File: config.mk
export PLATFORM = sky130hd
export DESIGN_NAME = mux2_arbiter
export DESIGN_NICKNAME = d
export VERILOG_FILES = /design/src/rtl/mux2_arbiter.sv
export SDC_FILE = /design/constraint.sdc
export NUM_CORES = 1
export LEC_CHECK = 0
export CAP_MARGIN = 20
export CORE_AREA = 2 2 39 41
export DETAILED_ROUTE_END_ITERATION = 10
export DIE_AREA = 0 0 41 43
export GPL_TIMING_DRIVEN = 0
export HOLD_SLACK_MARGIN = 0.15
export PLACE_DENSITY = 0.47
export RECOVER_POWER = 50
export SLEW_MARGIN = 20
export SYNTH_ARGS = -nofsm -noshare
export SYNTH_HDL_FRONTEND = slang
export SYNTH_SLANG_ARGS = --single-unit
File: constraint.sdc
create_clock -name clk -period 2.06 [get_ports clk]
set_input_delay 0.412 -clock clk [delete_from_list [all_inputs] [get_ports clk]]
set_output_delay 0.412 -clock clk [all_outputs]
set_load 0.01 [all_outputs]
File: src/rtl/mux2_arbiter.sv
// Two-requester round-robin arbiter steering a shared 2:1 mux path.
// Define MUX2_ARB_TIMEOUT_EN to force handover after MAX_HOLD contended cycles.
module mux2_arbiter #(
  parameter int MAX_HOLD = 8,
  parameter int CNT_W    = 4
) (
  input  logic clk,
  input  logic rst_n,
  input  logic req_a,
  input  logic req_b,
  input  logic a,
  input  logic b,
  output logic gnt_a,
  output logic gnt_b,
  output logic x,
  output logic y,
  output logic busy
);

  typedef enum logic [1:0] {
    IDLE  = 2'd0,
    OWN_A = 2'd1,
    OWN_B = 2'd2
  } state_e;

  localparam logic LG_A = 1'b0;
  localparam logic LG_B = 1'b1;

  state_e state_q;
  state_e state_d;
  logic   x_q;
  logic   x_d;
  logic   last_q;
  logic   last_d;
  logic   enter_a;
  logic   enter_b;
  logic   to_a;
  logic   to_b;

`ifdef MUX2_ARB_TIMEOUT_EN
  localparam logic [CNT_W-1:0] HOLD_MAX = CNT_W'(MAX_HOLD);

  logic [CNT_W-1:0] hold_q;
  logic [CNT_W-1:0] hold_d;
  logic [CNT_W-1:0] hold_inc;
  logic             hold_sat;
  logic             retained;

  assign hold_sat = (hold_q >= HOLD_MAX);
  assign hold_inc = hold_sat ? HOLD_MAX
                             : hold_q + CNT_W'(1);
  assign to_a     = hold_sat & req_b;
  assign to_b     = hold_sat & req_a;
  assign retained = (state_q != IDLE)
                  & (state_d == state_q);

  always_comb begin
    hold_d = hold_q;
    if (enter_a || enter_b) begin
      hold_d = CNT_W'(1);
    end else if (retained) begin
      hold_d = hold_inc;
    end
  end

  always_ff @(posedge clk) begin
    if (!rst_n) begin
      hold_q <= '0;
    end else begin
      hold_q <= hold_d;
    end
  end
`else
  assign to_a = 1'b0;
  assign to_b = 1'b0;
`endif

  always_comb begin
    state_d = state_q;
    enter_a = 1'b0;
    enter_b = 1'b0;
    unique case (state_q)
      IDLE: begin
        unique case (1'b1)
          req_a & ~req_b: enter_a = 1'b1;
          ~req_a & req_b: enter_b = 1'b1;
          req_a & req_b: begin
            // tie goes to whoever did not own last
            if (last_q == LG_B) begin
              enter_a = 1'b1;
            end else begin
              enter_b = 1'b1;
            end
          end
          default: ;
        endcase
      end
      OWN_A: begin
        if (!req_a || to_a) begin
          if (req_b) begin
            enter_b = 1'b1;
          end else begin
            state_d = IDLE;
          end
        end
      end
      OWN_B: begin
        if (!req_b || to_b) begin
          if (req_a) begin
            enter_a = 1'b1;
          end else begin
            state_d = IDLE;
          end
        end
      end
      default: state_d = IDLE;
    endcase
    if (enter_a) begin
      state_d = OWN_A;
    end
    if (enter_b) begin
      state_d = OWN_B;
    end
  end

  // select only moves on a grant, so release keeps y steady
  always_comb begin
    x_d    = x_q;
    last_d = last_q;
    if (enter_a) begin
      x_d    = 1'b0;
      last_d = LG_A;
    end else if (enter_b) begin
      x_d    = 1'b1;
      last_d = LG_B;
    end
  end

  always_ff @(posedge clk) begin
    if (!rst_n) begin
      state_q <= IDLE;
      x_q     <= 1'b0;
      last_q  <= LG_B;
    end else begin
      state_q <= state_d;
      x_q     <= x_d;
      last_q  <= last_d;
    end
  end

  assign gnt_a = (state_q == OWN_A);
  assign gnt_b = (state_q == OWN_B);
  assign x     = x_q;
  assign y     = x_q ? b : a;
  assign busy  = gnt_a | gnt_b;

  always_ff @(posedge clk) begin
    if (rst_n) begin
      assert (MAX_HOLD >= 2 && MAX_HOLD <= 15
              && MAX_HOLD < (1 << CNT_W));
      assert (!(gnt_a && gnt_b));
    end
  end

endmodule

==> impl_metrics.tcl <==
set metrics [dict create \
    status "finished, final reports clean" \
    synth_nets 37 \
    grt_pass1_vias 240 \
    grt_pass1_wl_um 855 \
    cp_top_family "buffers and inverters" \
    fillerInstances 147 \
    setup_viol 0 \
    hold_buffers 0 \
    worst-path-stages 3 \
    crit_fanout 1 \
    syn_to_final_growth_pct 51.2 \
    initial_core_util 0.191 \
    portBuffers 10 \
    antenna_found_initial 0 \
    cp-start-kind "input pin" \
    cp_slowest_stage_delay_ns 0.48 \
    drt_pre_antenna_iters 4 \
    hp-class "flip-flop to flip-flop" \
    r2r_start "state_q[0]$_SDFFE_PP0P_" \
    finalCriticalPeriod_ns 1.95 \
    drv_slew 0 \
    syn_inst 28 \
    power_density_nw_per_um2 763 \
    postCtsSetupRepairBufs 0 \
    grt_usage 0.0752 \
    skew_ns 0.00433 \
    die_w_um 41 \
    rsz0062_at_grt "no" \
    cts-resized-gates 0 \
    synth_cell_type_count 17 \
    grt_max_degree 7 \
    coreArea_um2 1380 \
    vias 255 \
    yosysTopAreaCell "dfxtp_1" \
    finalHoldViolCount 0 \
    path_cells "clkdlybuf4s50_1 > mux2_2 > clkdlybuf4s50_1" \
    synth_area_um2 264 \
    drt_iter0_markers 1 \
    insertion_delay_ns 0.23 \
    finalInstanceArea_um2 399 \
    tightest_slew_ns 0.227 \
    io-pin-count 11 \
    rows 14 \
    ant_nets 0 \
    routabilityCongestion 0.714 \
    drive_gt1_frac 0.0976 \
    clk_pin_slew_ns 0.03 \
    cpMaxStageDelayCell "clkdlybuf4s50_1" \
    cts_tree "yes" \
    crit_buf_inv 2 \
    yosysWarnings 0 \
    fin_nets 52 \
    drc 0 \
    min_to "state_q[1]$_SDFFE_PN0P_" \
    cts_buffers 3 \
    arrival_ns 1.54 \
    die_h_um 43 \
    crit_top_cell "clkdlybuf4s50_1" \
    cts_buffer_depth 2 \
    end_kind "primary output" \
    clock-sinks 4 \
    critical_path_class "input pin to primary output" \
    max_freq_mhz 513 \
    ys_ff_latch 4 \
    dieArea_um2 1760 \
    timing.rr.end "state_q[1]$_SDFFE_PN0P_" \
    ys_seq_area_frac 0.303 \
    required_ns 1.65 \
    ff2ff_path_depth 5 \
    hold_depth 2 \
    dpl_cell_area_um2 384 \
    final.setup.tns_ns 0 \
    max-cap-violations 0 \
    slew_headroom 0.848 \
    r2r_setup_slack_ns 0.62 \
    synth.area.top_cells "dfxtp_1 30%, ha_1 14%, o21ba_1 7.6%" \
    detail_route.vias_per_cell 4.47 \
    routed_wl_um 522 \
    cts_max_level 1 \
    yosysTopAreaCellShare 0.303 \
    syn_avg_cell_area_um2 9.43 \
    root_buffer "clkbuf_4" \
    wire_per_inst_um 9.16 \
    min-delay-start "state_q[1]$_SDFFE_PN0P_" \
    peakVddDrop_v 0.000309 \
    n_antenna_cell 0 \
    gr-total-overflow 0 \
    post-route-period-util 0.945 \
    p_leak_nw 0.171 \
]
[worst register-to-register path, cell delays in order (launching register included)]
cell and delay (ns):
dfxtp_1 0.34, inv_1 0.07, ha_1 0.26, o21ba_1 0.21
o21a_1 0.19, o32ai_1 0.28
[metrics by stage]
stage               instances  setup WS (ns)  power (mW)  hold WS, ns   util
CTS                        57          0.103       0.316        0.518  0.294
global route               57         0.0865       0.335        0.534  0.288
finish                     57          0.112       0.305        0.498  0.288
floorplan                  28          0.735       0.170        0.474      -
global placement           54          0.116       0.218        0.509  0.278
detailed placement         54          0.104       0.220        0.513  0.278
[how the worst max path moves through the flow]
stage	startpoint	end	slack, ns
2_1_floorplan	state_q[0]$_SDFFE_PP0P_	state_q[1]$_SDFFE_PN0P_	0.73
3_3_place_gp	a	y	0.12
3_5_place_dp	b	y	0.10
4_1_cts	b	y	0.10
5_1_grt	b	y	0.09
6_report	b	y	0.11
[layer usage]
| metal | share of wire | global-route usage | up-vias | routed length [um] |
|---|---|---|---|---|
| met5 | 0 | 0 | - | 0 |
| met4 | 0 | 0.0600 | 0 | 0 |
| met3 | 0.11 | 0.0314 | 0 | 60 |
| met2 | 0.44 | 0.106 | 12 | 229 |
| met1 | 0.44 | 0.0833 | 114 | 232 |
| li1 | - | - | 129 | - |
[cells in the final DEF (no fill, tap or decap), types with 2 or more instances in the layout]
master           netlist  routed
ha_1                   3       3
o21ba_1                2       2
inv_1                  3       3
dfxtp_1                4       4
nor2_1                 2       2
o21a_1                 2       2
o21ai_1                2       2
clkdlybuf4s50_1        0      10
clkbuf_4               0       3
[cell usage after synthesis]
| cell type | instances |
|---|---|
| nor2b_1 | 1 |
| and2_1 | 1 |
| o211a_1 | 1 |
| o21ai_0 | 1 |
| o32ai_2 | 1 |
| nand2_1 | 1 |
| o21a_1 | 2 |
| o22a_1 | 1 |
| nor2_1 | 2 |
| mux2_2 | 1 |
| dfxtp_1 | 4 |
| a22oi_1 | 1 |
| ha_1 | 3 |
| inv_1 | 3 |
| a211oi_1 | 1 |
| o21ai_1 | 2 |
| o21ba_1 | 2 |
[sequential cells by signal (all words and copies together), names as in the netlist]
| register | cells |
|---|---|
| x | 1 |
| last_q | 1 |
| state_q | 2 |
[cell type report]
class	instances	area (um2)	share of cell area
multi-input cells	21	165	0.414
repair buffers	10	100	0.251
flip-flops and latches	4	80.1	0.201
clock buffers	3	22.5	0.0564
well taps	16	20.0	0.0502
inverters	3	11.3	0.0282
[power breakdown]
part	leakage (nW)	switching (mW)	internal, mW
logic	0.124	0.0507	0.0659
clock network	0.0138	0.0267	0.0648
registers	0.0331	0.00760	0.0889
total	0.171	0.0850	0.220
[cell families after synthesis]
logic type	share of synthesized area
mux	0.0427
flops	0.303
simple gates	0.0901
buf+inv	0.0427
fa+ha+maj	0.142
compound gates	0.379
Power figures use the tool's default switching activity.
